**src/rtl/multiplier_pkg.sv**
```systemverilog
// Shared state type and elaboration helpers for the multiplier sequencer.
// The sequencer's optional early-exit feature is selected by MULTIPLIER_EARLY_EXIT_EN.
package multiplier_pkg;

  typedef enum logic [1:0] {
    IDLE = 2'd0,
    LOAD = 2'd1,
    RUN  = 2'd2,
    DONE = 2'd3
  } multiplier_state_t;

  function automatic bit step_is_legal(input int n, input int step);
    return ((step == 1) || (step == 2) || (step == 4)) && (n > 0) && ((n % step) == 0);
  endfunction

  // Width of the iteration counter: max(1, clog2(iter)).
  function automatic int count_width(input int iter);
    return (iter <= 2) ? 1 : $clog2(iter);
  endfunction

endpackage

```
**src/rtl/multiplier_iter_counter.sv**
```systemverilog
// C-bit iteration down-counter with preset; saturates at zero instead of wrapping.
module multiplier_iter_counter #(
  parameter int C = 1
) (
  input  logic         clock,
  input  logic         reset,
  input  logic         preset,
  input  logic [C-1:0] preset_value,
  input  logic         decrement,
  output logic [C-1:0] value,
  output logic         is_zero
);

  assign is_zero = (value == '0);

  always_ff @(posedge clock) begin
    if (reset) begin
      value <= '0;
    end else if (preset) begin
      value <= preset_value;
    end else if (decrement && !is_zero) begin
      value <= value - C'(1);
    end
  end

endmodule

```
**src/rtl/multiplier_sequencer.sv**
```systemverilog
// Control sequencer for an iterative multiplier: IDLE -> LOAD -> RUN x ITER -> DONE.
// Define MULTIPLIER_EARLY_EXIT_EN to let remaining_zero end RUN early.
module multiplier_sequencer
  import multiplier_pkg::*;
#(
  parameter  int N    = 4,
  parameter  int STEP = 1,
  localparam int ITER = (STEP > 0) ? (N / STEP) : 1,
  localparam int C    = count_width(ITER)
) (
  input  logic         clock,
  input  logic         reset,
  input  logic         start,
  input  logic         abort,
  input  logic         remaining_zero,
  output logic         busy,
  output logic         do_load,
  output logic         do_step,
  output logic         last_step,
  output logic         done,
  output logic [C-1:0] count
);

  if (!step_is_legal(N, STEP)) begin : g_bad_step
    $error("multiplier_sequencer: STEP must be 1, 2 or 4 and must divide N");
  end

  multiplier_state_t state;
  logic              early_exit;
  logic              count_is_zero;

`ifdef MULTIPLIER_EARLY_EXIT_EN
  assign early_exit = remaining_zero;
`else
  logic unused_remaining_zero;
  assign unused_remaining_zero = remaining_zero;
  assign early_exit            = 1'b0;
`endif

  // Strobes are decoded from state so abort and early exit can veto them in the same cycle.
  assign busy      = (state != IDLE);
  assign do_load   = (state == LOAD) && !abort;
  assign do_step   = (state == RUN) && !abort && !early_exit;
  assign last_step = do_step && count_is_zero;
  assign done      = (state == DONE) && !abort;

  always_ff @(posedge clock) begin
    if (reset) begin
      state <= IDLE;
    end else if (abort) begin
      state <= IDLE;
    end else begin
      case (state)
        IDLE:    if (start) state <= LOAD;
        LOAD:    state <= RUN;
        RUN:     if (early_exit || count_is_zero) state <= DONE;
        DONE:    state <= IDLE;
        default: state <= IDLE;
      endcase
    end
  end

  multiplier_iter_counter #(
    .C(C)
  ) u_iter_counter (
    .clock        (clock),
    .reset        (reset),
    .preset       (do_load),
    .preset_value (C'(ITER - 1)),
    .decrement    (do_step),
    .value        (count),
    .is_zero      (count_is_zero)
  );

endmodule

```
**config.mk**
```make
export PLATFORM = sky130hd
export DESIGN_NAME = multiplier_sequencer
export DESIGN_NICKNAME = d
export VERILOG_FILES = /design/src/rtl/multiplier_pkg.sv /design/src/rtl/multiplier_iter_counter.sv /design/src/rtl/multiplier_sequencer.sv
export SDC_FILE = /design/constraint.sdc
export NUM_CORES = 1
export LEC_CHECK = 0
export ABC_AREA = 1
export CAP_MARGIN = 15
export CORE_AREA = 10 10 47 49
export DETAILED_ROUTE_END_ITERATION = 16
export DIE_AREA = 0 0 57 59
export SETUP_SLACK_MARGIN = 0.2
export SYNTH_ARGS = -nofsm -noshare
export SYNTH_HDL_FRONTEND = slang
export SYNTH_SLANG_ARGS = --single-unit
```
**constraint.sdc**
```tcl
create_clock -name clock -period 1.1 [get_ports clock]
set_input_delay 0.165 -clock clock [delete_from_list [all_inputs] [get_ports clock]]
set_output_delay 0.165 -clock clock [all_outputs]
set_load 0.02 [all_outputs]
```
==> results.sh <==
export IMPL_holdCritPathClass="primary input to flip-flop"
export IMPL_fin_crit_sh=1.17
export IMPL_syn_to_final_growth_pct=140
export IMPL_grt_pass1_vias=345
export IMPL_worst_slew_pin_slew_ps=316
export IMPL_hold_viol_final=0
export IMPL_diodes=0
export IMPL_cts_root_buf="clkbuf_4"
export IMPL_routedWlPerCell_um=9.85
export IMPL_cp_data_required_time_ps=940
export IMPL_cts_buffers=3
export IMPL_synth_edff_count=0
export IMPL_slowest_delay_ps=350
export IMPL_critical_path_top_delay_family="flip-flops"
export IMPL_rrSetupSlack_ps=-80
export IMPL_seq_area_frac_synth=0.281
export IMPL_fin_area_sq_um=684
export IMPL_dp_cells=75
export IMPL_layout_cells_non_filler=84
export IMPL_worst_slew_margin_rel=0.789
export IMPL_path_clk_slew_ps=40
export IMPL_synth_top_cell_by_area="dfxtp_1"
export IMPL_crit_reg2reg_capture="state[1]$_SDFFE_PP0P_"
export IMPL_grt_max_degree=6
export IMPL_setup_ws_ps=-191
export IMPL_drt_iter0_markers=3
export IMPL_worstSetupEndpointType="output pin"
export IMPL_initial_core_util=0.204
export IMPL_syn_area_sq_um=285
export IMPL_p_per_area_nw_per_um2=860
export IMPL_die_w_um=57
export IMPL_yosys_top_cells_area="dfxtp_1 28%, ha_1 22%, inv_1 12%"
export IMPL_reg2reg_depth=9
export IMPL_grt_pass1_wl_um=1460
export IMPL_synth_ff_type="dfxtp_1"
export IMPL_drv_max_cap_violation_count=0
export IMPL_design_core_area_sq_um=1400
export IMPL_cp_common_cell="inv_4"
export IMPL_post_route_min_period_ps=1290
export IMPL_skew_ps=9.11
export IMPL_drc=0
export IMPL_overflow=0
export IMPL_crit_slowest_cell="dfxtp_4"
export IMPL_final_setup_tns_ps=-979
export IMPL_critical_path_arrival_ps=1130
export IMPL_synth_warnings=0
export IMPL_p_leak_nw=0.289
export IMPL_routed_wl_um=827
export IMPL_worstPathMaxFanout=3
export IMPL_port_buffers=10
export IMPL_dpl_worst_slack_ps=-586
export IMPL_cp_endpoint="last_step"
export IMPL_crit_type="flip-flop to output pin"
export IMPL_grt_usage=0.0541
export IMPL_crit_chain="inv_4 -> ha_4 -> inv_4 -> nor3_4 -> buf_6"
export IMPL_place_hpwl_um=616
export IMPL_die_h_um=59
export IMPL_nets=79
export IMPL_finalCoreUtilization=0.488
export IMPL_fin_hold_ws_ps=557
export IMPL_synth_commonest_cells="9 x inv_1, 9 x nand2_1, 5 x ha_1, 5 x nor2_1, 4 x dfxtp_1"
export IMPL_fmax_ghz=0.775
export IMPL_drive_above_1_share=0.765
export IMPL_synth_net_count=52
export IMPL_clockBufferDepth=2
export IMPL_antenna_found_initial=0
export IMPL_synth_async_reset_ratio=0
export IMPL_die_area_sq_um=3360
export IMPL_violations="setup timing"
export IMPL_status="complete, but fails checks"
export IMPL_first_pass_iters=3
export IMPL_path_buf_inv=3
export IMPL_io_pins=12
export IMPL_cts_max_level=1
export IMPL_cts_sinks=4
export IMPL_path_depth=5
export IMPL_gp_congestion=0.816
export IMPL_viasPerCell=3.89
export IMPL_finalMaxSlewViolations=0
export IMPL_r2r_start="state[0]$_SDFFE_PP0P_"
export IMPL_ys_types=12
export IMPL_clkLatencyLatePin_ps=240
export IMPL_cp_start_kind="flip-flop"
export IMPL_postSynthCellCount=42
export IMPL_tritoncts="done"
export IMPL_num_rows=14
export IMPL_peakVddDrop_mv=0.586
export IMPL_critical_path_startpoint="state[0]$_SDFFE_PP0P_"
export IMPL_setup_viol=9
export IMPL_ant_nets=0
export IMPL_avgSynthCellArea_sq_um=6.79
export IMPL_rsz0062_at_grt="yes"
export IMPL_place_area_sq_um=543
export IMPL_vias=327
export IMPL_postCtsHoldBufs=0
export IMPL_ys_ff_latch=4
export IMPL_synth_top_area_share=0.281
export IMPL_power_total_mw=0.589
[worst min path at each step]
stage | startpoint | end | slack, ps | cells after the start
floorplan | reset | u_iter_counter.value[0]$_SDFFE_PP0P_ | 220 | 1
global placement | state[1]$_SDFFE_PP0P_ | state[1]$_SDFFE_PP0P_ | 590 | 4
detailed placement | state[1]$_SDFFE_PP0P_ | state[1]$_SDFFE_PP0P_ | 600 | 4
CTS | reset | u_iter_counter.value[1]$_SDFFE_PP0P_ | 530 | 2
global route | reset | u_iter_counter.value[1]$_SDFFE_PP0P_ | 560 | 2
finish | reset | u_iter_counter.value[1]$_SDFFE_PP0P_ | 560 | 2
[state kept, by name, indices dropped and copies added, names as in the netlist]
name / cells
u_iter_counter.value: 2
state: 2
[layer usage]
metal,GRT usage,share of wire,vias up
met5,0,0,-
met4,0.0302,0,0
met3,0.0322,0.059,0
met2,0.0853,0.51,6
met1,0.0548,0.43,143
li1,-,-,178
[layout by cell type (no fill, tap or decap)]
master	Yosys	layout
a21oi_2	0	3
buf_12	0	1
buf_4	0	6
buf_6	0	12
clkbuf_1	0	1
clkbuf_4	0	3
clkdlybuf4s50_1	0	2
dfxtp_4	0	4
dlygate4sd2_1	0	1
ha_1	5	1
ha_4	0	4
inv_2	1	6
inv_4	0	4
nand2_1	9	7
nand2_2	2	4
nand3_4	0	1
nor2_1	5	3
nor2_2	0	1
nor2_4	0	1
nor3_4	0	1
o21ai_1	1	1
o21ai_2	0	1
[cell type report]
type / count / area, sq um
clock buffers: 4 / 26.3
fillers: 141 / 717
inverters: 10 / 47.5
multi-input cells: 28 / 267
flip-flops and latches: 4 / 95.1
well taps: 16 / 20.0
repair buffers: 22 / 229
[logic make-up after synthesis]
| logic type | count (synthesis) | synth area share |
|---|---|---|
| buf+inv | 10 | 0.132 |
| fa+ha+maj | 5 | 0.219 |
| simple gates | 18 | 0.281 |
| flops | 4 | 0.281 |
| compound gates | 5 | 0.0877 |
[repair_timing]
action / in CTS / in global routing
buffers inserted: 3 / 2
gates resized for setup: 52 / 11
setup endpoints to repair: 11 / 11
pin swaps: 6 / 4
[power breakdown]
part	total, mW	internal [mW]	leakage (nW)	switching, mW
Clock	0.198	0.136	0.0150	0.0620
Combinational	0.227	0.120	0.239	0.107
Sequential	0.164	0.152	0.0356	0.0118
Total	0.589	0.408	0.289	0.181
Note: power is estimated with default switching activity, not from simulation.
